$ cat src/rtl/alu_cmd_engine.sv
// Byte-stream command engine: parses opcode/reserved/length headers from a UART
// receive stream and either echoes the payload or returns a 32-bit ADD/MUL reduction.
module alu_cmd_engine #(
    parameter int DATA_WIDTH = 8,
    parameter int LEN_W      = 16
) (
    input  logic                  clk_i,
    input  logic                  rst_ni,
    input  logic [DATA_WIDTH-1:0] s_axis_tdata,
    input  logic                  s_axis_tvalid,
    output logic                  s_axis_tready,
    output logic [DATA_WIDTH-1:0] m_axis_tdata,
    output logic                  m_axis_tvalid,
    input  logic                  m_axis_tready,
    output logic                  busy_o,
    output logic                  err_o
);

    typedef enum logic [2:0] {
        S_OPC, S_RSVD, S_LEN_LO, S_LEN_HI, S_ECHO, S_OPND, S_RESULT, S_DISCARD
    } state_t;

    typedef enum logic [1:0] {K_ECHO, K_ADD, K_MUL, K_BAD} kind_t;

    localparam logic [LEN_W-1:0] HDR_LEN = LEN_W'(4);

    state_t                  state_q;
    kind_t                   kind_q;
    logic [LEN_W-1:0]        len_q;
    logic [LEN_W-1:0]        cnt_q;
    logic [31:0]             acc_q;
    logic [23:0]             op_q;
    logic                    first_q;
    logic [1:0]              ridx_q;
    logic                    rdy_q;
    logic [DATA_WIDTH-1:0]   m_data_q;
    logic                    m_valid_q;
    logic                    err_q;

    logic                    s_ready;
    logic                    s_fire;
    logic                    m_fire;
    logic [LEN_W-1:0]        cnt_inc;
    logic [LEN_W-1:0]        len_new;
    logic                    last_byte;
    logic [31:0]             op_full;
    logic [31:0]             acc_next;
    logic [1:0]              ridx_n;
    kind_t                   kind_new;

    assign s_fire    = s_axis_tvalid && s_ready;
    assign m_fire    = m_valid_q && m_axis_tready;
    assign cnt_inc   = cnt_q + LEN_W'(1);
    assign len_new   = {s_axis_tdata, len_q[DATA_WIDTH-1:0]};
    assign last_byte = (cnt_inc == len_q);
    assign op_full   = {s_axis_tdata, op_q};
    assign ridx_n    = ridx_q + 2'd1;

    // rdy_q keeps the input closed until the first edge after reset release.
    always_comb begin
        s_ready = 1'b0;
        if (rdy_q) begin
            unique case (state_q)
                S_OPC, S_RSVD, S_LEN_LO, S_LEN_HI, S_DISCARD: s_ready = 1'b1;
                S_ECHO:   s_ready = !m_valid_q || m_axis_tready;
                S_OPND:   s_ready = !m_valid_q;
                default:  s_ready = 1'b0;
            endcase
        end
    end

    always_comb begin
        acc_next = acc_q + op_full;
        if (first_q)
            acc_next = op_full;
        else if (kind_q == K_MUL)
            acc_next = acc_q * op_full;
    end

    always_comb begin
        unique case (s_axis_tdata)
            8'h10:   kind_new = K_ECHO;
            8'h11:   kind_new = K_ADD;
            8'h12:   kind_new = K_MUL;
            default: kind_new = K_BAD;
        endcase
    end

    always_ff @(posedge clk_i or negedge rst_ni) begin
        if (!rst_ni) begin
            state_q   <= S_OPC;
            kind_q    <= K_ECHO;
            len_q     <= '0;
            cnt_q     <= '0;
            acc_q     <= '0;
            op_q      <= '0;
            first_q   <= 1'b0;
            ridx_q    <= '0;
            rdy_q     <= 1'b0;
            m_data_q  <= '0;
            m_valid_q <= 1'b0;
            err_q     <= 1'b0;
        end else begin
            rdy_q <= 1'b1;
            err_q <= 1'b0;
            if (m_fire)
                m_valid_q <= 1'b0;

            unique case (state_q)
                S_OPC: if (s_fire) begin
                    kind_q  <= kind_new;
                    cnt_q   <= LEN_W'(1);
                    state_q <= S_RSVD;
                end
                S_RSVD: if (s_fire) begin
                    cnt_q   <= cnt_inc;
                    state_q <= S_LEN_LO;
                end
                S_LEN_LO: if (s_fire) begin
                    len_q[DATA_WIDTH-1:0] <= s_axis_tdata;
                    cnt_q   <= cnt_inc;
                    state_q <= S_LEN_HI;
                end
                S_LEN_HI: if (s_fire) begin
                    len_q   <= len_new;
                    cnt_q   <= cnt_inc;
                    first_q <= 1'b1;
                    // Rejection rules are prioritised: bad length, bad opcode, bad operand framing.
                    if (len_new < HDR_LEN) begin
                        err_q   <= 1'b1;
                        state_q <= S_OPC;
                    end else if (kind_q == K_BAD ||
                                 (kind_q != K_ECHO && (len_new == HDR_LEN || len_new[1:0] != 2'd0))) begin
                        err_q   <= 1'b1;
                        state_q <= (len_new > HDR_LEN) ? S_DISCARD : S_OPC;
                    end else if (kind_q == K_ECHO) begin
                        state_q <= (len_new == HDR_LEN) ? S_OPC : S_ECHO;
                    end else begin
                        state_q <= S_OPND;
                    end
                end
                S_ECHO: if (s_fire) begin
                    m_data_q  <= s_axis_tdata;
                    m_valid_q <= 1'b1;
                    cnt_q     <= cnt_inc;
                    if (last_byte)
                        state_q <= S_OPC;
                end
                S_OPND: if (s_fire) begin
                    cnt_q <= cnt_inc;
                    // Header is 4 bytes, so the low count bits give the operand byte lane.
                    if (cnt_q[1:0] == 2'd3) begin
                        acc_q   <= acc_next;
                        first_q <= 1'b0;
                        if (last_byte) begin
                            m_data_q  <= acc_next[DATA_WIDTH-1:0];
                            m_valid_q <= 1'b1;
                            ridx_q    <= 2'd0;
                            state_q   <= S_RESULT;
                        end
                    end else begin
                        op_q[{cnt_q[1:0], 3'b000} +: DATA_WIDTH] <= s_axis_tdata;
                    end
                end
                S_RESULT: if (m_fire) begin
                    if (ridx_q == 2'd3) begin
                        state_q <= S_OPC;
                    end else begin
                        ridx_q    <= ridx_n;
                        m_data_q  <= acc_q[{ridx_n, 3'b000} +: DATA_WIDTH];
                        m_valid_q <= 1'b1;
                    end
                end
                S_DISCARD: if (s_fire) begin
                    cnt_q <= cnt_inc;
                    if (last_byte)
                        state_q <= S_OPC;
                end
                default: state_q <= S_OPC;
            endcase
        end
    end

    assign s_axis_tready = s_ready;
    assign m_axis_tdata  = m_data_q;
    assign m_axis_tvalid = m_valid_q;
    assign busy_o        = (state_q != S_OPC);
    assign err_o         = err_q;

endmodule
$ cat config.mk
export PLATFORM = sky130hd
export DESIGN_NAME = alu_cmd_engine
export DESIGN_NICKNAME = d
export VERILOG_FILES = /design/src/rtl/alu_cmd_engine.sv
export SDC_FILE = /design/constraint.sdc
export NUM_CORES = 2
export LEC_CHECK = 0
export ABC_AREA = 1
export BUFFER_PORTS_ARGS = -buffer_cell sky130_fd_sc_hd__buf_2
export CORE_MARGIN = 4
export CORE_UTILIZATION = 39
export CTS_BUF_LIST = sky130_fd_sc_hd__clkbuf_8
export DETAILED_ROUTE_END_ITERATION = 10
export GPL_TIMING_DRIVEN = 0
export MAX_ROUTING_LAYER = met4
export SLEW_MARGIN = 20
export SYNTH_ARGS = -nofsm -noshare
export SYNTH_HDL_FRONTEND = slang
export SYNTH_SLANG_ARGS = --single-unit
$ cat constraint.sdc
create_clock -name clk_i -period 21.1 [get_ports clk_i]
set_input_delay 4.22 -clock clk_i [delete_from_list [all_inputs] [get_ports clk_i]]
set_output_delay 4.22 -clock clk_i [all_outputs]
set_load 0.1 [all_outputs]
### Word-level counts from Yosys, hierarchy flattened

Cells that the tools add are included.

* flip-flop bits (word level): 107
* logic and storage cells: 140

* $add $sub $neg: 4
* multipliers: 1
* $lt $le $gt $ge: 2
* equal/unequal tests: 30
* shifts and indexed selects: 3
* muxes and demuxes: 56
* bitwise logic cells: 2
* reductions and logical operators: 29

Operators by type and width (number)
* two-way mux 32 bit: 2
* two-way mux 3 bit: 16
* two-way mux 8 bit: 6
* adder 32 bit: 1
* multiplier 32 x 32 -> 32 bit: 1
* two-way mux 16 bit: 2
* case mux 16 bit (2 select lines): 1
* variable part select 32 x 6 -> 8 bit: 1
* bitwise mux 24 bit: 1
* equality test 8 x 5 -> 1 bit (second input constant): 3
* case mux 8 bit (3 select lines): 1
* variable shift 8 x 7 -> 24 bit (first input constant): 1
* variable part select 8 x 7 -> 24 bit: 1
* != test 2 bit (second input constant): 11
* case mux 3 bit (7 select lines): 1
* adder 16 x 1 -> 16 bit (second input constant): 1
* equality test 16 bit: 1
* equality test 16 x 3 -> 1 bit (second input constant): 1
* > comparator 16 x 3 -> 1 bit (second input constant): 1
* less-than comparator 16 x 3 -> 1 bit (second input constant): 1
* case mux 8 bit (2 select lines): 1
* two-way mux 1 bit: 15
* equality test 3 bit (second input constant): 4
* AND reduction 3 bit: 4
* other kinds (27): 49

### Depth between registers and ports, before layout

* word-level depth: 8
* gate-level depth with buffers: 34
* depth with buffers taken out: 33

### Worst setup path after synthesis

No wires, ideal clock.

* path type: input port to flip-flop
* start: in s_axis_tdata[0]
* end: reg acc_q[31]
* library setup time: 116 ps
* arrival: 9657 ps
* required time: 20984 ps
* slack: 11327 ps
* cell stages on the path: 26
* cell sequence: clkbuf_1 -> nand2_1 -> inv_1 -> fa_1 -> inv_1 -> fa_1 -> inv_1 -> fa_1 -> fa_1 -> inv_1 -> fa_1 -> fa_1 -> fa_1 -> fa_1 -> inv_1 -> ha_1 -> nand2_1 -> inv_1 -> a221oi_1 -> o211ai_1 -> nor2_1 -> nand3_1 -> nand3_1 -> nand2_1 -> nand2_1 -> nand2_1

* word-level cells in the longest chain between the ends: 3
* elaborated cells between the ends (all ways): 4

RTL lines
* start, declared: RTL line 9 `input logic [DATA_WIDTH-1:0] s_axis_tdata,`
* multiplier 32 x 32 -> 32 bit / adder 32 bit (equally long branches): RTL line 77, 73
* two-way mux 32 bit (*): RTL line 76 `else if (kind_q == K_MUL)`
* two-way mux 32 bit (*): RTL line 74 `if (first_q)`
* end signal, assigned: RTL line 153 `acc_q <= acc_next;`
* end, declared: RTL line 31 `logic [31:0] acc_q;`

Mark *: on every way between the ends. The rest lies on a longest branch, timed or not.
A chain may end at the register's enable or synchronous reset.

### Worst setup path in the final report

* start: in s_axis_tdata[1]
* end: reg acc_q[31]

Same word-level chain as after synthesis.

==> metrics.cfg <==
[routing]
drc = 0
wire_per_inst_um = 21.1
ant_nets = 0
drt-total-wl_um = 91000
drt_iter0_markers = 2278
firstDrtPassIters = 7
vias = 22556
vias_per_cell = 5.23

[floorplanning]
fp.dieArea_sq_um = 66900
num_io_pins = 24
start_util = 0.396
rows = 91
coreArea_sq_um = 61900
die_y_um = 259
fp.dieW_um = 259

[synthesis]
synthDistinctLibCells = 54
syn-cell-area_sq_um = 24500
ys_seq_elements = 107
postSynthNetCount = 4020
async_reset_ff_frac = 1.00
ys.warnings.count = 0
synth_cells = 3439
synth_xor_area_frac = 0.0119
synthSimpleGateAreaFrac = 0.227
synth_compound_gate_area_share = 0.0779
synth_ff_type = dfrtp_1
yosysSeqAreaShare = 0.109
synthAdderAreaFrac = 0.416
synth_top_family_by_area = adder cells
syn_area_per_cell_sq_um = 7.13
synthMuxAreaShare = 0
synth_edf_count = 0

[clock_tree]
htree_levels = 3
root_buffer = clkbuf_8
cts.path.max_buffers = 2
post_cts_resized = 0
clk_latency_ns = 0.40
numCtsBuffers = 9
postCtsHoldBufs = 0
path_clk_slew_ns = 0.12
cts.sinks = 107
cts_tree = done
cts_setup_buffers = 0

[min_path]
whs_path_depth = 2
worstHoldEndpoint = m_axis_tdata[5]
hp-start = m_axis_tdata[5]
min_path_type = flip-flop to flip-flop

[timing]
setup_viol = 0
period_share = 0.516
hold_viol = 0
tightest_slew_ns = 1.16
finalMaxSlewViolations = 0
timing.fmax_mhz = 91.8
finalCriticalPeriod_ns = 10.89
relSlewSlack = 0.225
skew_ns = 0.0182
tns_ns = 0
rsz0062_at_grt = no

[setup_path]
critPathLaunch = s_axis_tdata[1]
crit_path_top_delay_cell = clkbuf_1
cpPeakStageDelay_ns = 0.76
path_buf_inv = 6
crit_cells = 25
r2r_start = acc_q[1]
worstSetupPathType = input port to flip-flop
cp.arrival_ns = 11.19
critPathLaunchType = input port
crit_path_end_kind = flip-flop
timing.rr.end = acc_q[19]
crit_fanout = 10
crit_family = adder cells
reg2reg_depth = 25
critPathRequiredTime_ns = 21.40
reg2reg_slack_ns = 11.96
crit_top_cell = fa_1

[placed_design]
hpwl_um = 74300
io_buffers = 23
gp_congestion = 1.02

[layout]
n_antenna_cell = 0
multi_input_comb_area_sq_um = 18000
area_growth_pct = 5.69
n_fill_cell = 6739
fin_nets = 4055
seqCellArea_sq_um = 2680
final_layout_size_suffix_gt1_frac = 0.0216

[job]
maxCapViolations = 0

[global_route]
track_usage = 0.281
grt_max_degree = 76
gr-total-overflow = 0
grt_pass1_vias = 22576
grt_first_pass_wirelength_um = 138000
antenna_found_initial = 0

[run_status]
status = finished, final reports clean

==> cells in the mapped netlist, types with 2 or more instances <==
master    instances  area (sq um)
a211oi_1          3          22.5
a21o_1           10          75.1
a21oi_1         126           631
a221o_1           2          20.0
a221oi_1          4          35.0
a31oi_1          11          68.8
buf_1            19          71.3
buf_2             2          10.0
clkbuf_1        128           480
clkinv_1          4          15.0
dfrtp_1         107          2680
fa_1            409          8190
ha_1            160          2000
inv_1           870          3270
inv_2             5          18.8
nand2_1         997          3740
nand2_2           3          18.8
nand3_1         146           731
nand3b_1         14           105
nand4_1          41           257
nor2_1          115           432
nor2_2            2          12.5
nor2_4            3          33.8
nor3_1           19          95.1
nor3_2            2          20.0
nor4_1            4          25.0
o211ai_1         14           105
o21ai_0         133           666
o21ai_1           2          10.0
o21bai_1          7          52.6
o221ai_1          2          17.5
o22ai_1          19           119
or2_2             8          50.1
xnor2_1           8          70.1
xor2_1           21           184
==> registers in the layout (all words and copies together) (netlist names) <==
register       flops
acc_q             32
cnt_q             16
err_o              1
first_q            1
kind_q             2
len_q             16
m_axis_tdata       8
m_axis_tvalid      1
op_q              24
rdy_q              1
ridx_q             2
state_q            3
==> cells in the final DEF (no fill, tap or decap), types with 5 or more instances in the layout <==
cell,n
a21oi_1,126
nand2_1,997
nor3_1,19
fa_1,409
or2_2,8
xor2_1,21
ha_1,160
inv_2,5
o21ai_0,133
xnor2_1,8
a21o_1,10
o211ai_1,14
nor2_1,115
clkbuf_1,125
buf_1,19
nand3_1,146
nand4_1,41
clkbuf_8,9
nand3b_1,14
dfrtp_1,107
o21bai_1,7
inv_1,870
o22ai_1,19
buf_2,24
a31oi_1,11
==> cell type report <==
type,count,share of cell area
timing repair buffer,24,0.00575
clock inverter,7,0.00275
sequential,107,0.103
multi-input combinational,2302,0.693
buffer,151,0.0225
clock buffer,9,0.00478
inverter,879,0.127
tap,837,0.0404
==> worst reg2reg max path, stage by stage, from the launching register on <==
cell and delay (ns):
dfrtp_1 0.58, clkbuf_1 0.90, clkbuf_1 0.93, nand2_1 0.19, fa_1 0.56, inv_1 0.05
fa_1 0.37, fa_1 0.49, inv_1 0.05, fa_1 0.48, inv_1 0.04, ha_1 0.26
ha_1 0.30, fa_1 0.52, fa_1 0.45, ha_1 0.46, a21oi_1 0.39, o21ai_0 0.18
a21oi_1 0.14, nand2_1 0.19, a21oi_1 0.24, o21ai_0 0.20, o21ai_0 0.64, nand3_1 0.25
nand2_1 0.11, nand2_1 0.05
==> cell families after synthesis <==
family	Yosys count
XOR/XNOR	31
AND/OR/NAND/NOR	1359
AO/OA/AOI/OAI	342
flip-flops	107
adder cells (fa/ha/maj)	569
buffers and inverters	1030
other	1
==> how the worst max path moves through the flow <==
stage,end,slack [ns]
2_1_floorplan,acc_q[31],11.33
3_3_place_gp,acc_q[31],9.90
3_5_place_dp,acc_q[31],9.87
4_1_cts,acc_q[31],10.28
5_1_grt,acc_q[31],9.97
6_report,acc_q[31],10.21
==> stage by stage <==
step / instance area, sq um / instances / hold WS [ns] / worst slack, ns / utilization
4_1_cts: 25900 / 4316 / 0.492 / 10.28 / 0.418
3_5_place_dp: 25700 / 4300 / 0.461 / 9.87 / 0.415
3_3_place_gp: 25700 / 4299 / 0.457 / 9.90 / 0.415
6_report: 25900 / 4316 / 0.489 / 10.21 / 0.418
5_1_grt: 25900 / 4316 / 0.503 / 9.97 / 0.418
2_1_floorplan: 24500 / 3439 / 0.446 / 11.33 / -
==> layer usage <==
metal	GRT usage	part of all wire	vias to the layer above	routed length, um
met1	0.370	0.41	11117	37200
met4	0.105	0.045	0	4120
met5	-	0	-	0
met2	0.436	0.45	993	40900
met3	0.0490	0.096	181	8770
li1	-	-	10265	-
Power is left out: the tool's default activity adds up to more than one toggle a clock period on the data nets, which glitch-free logic cannot reach.
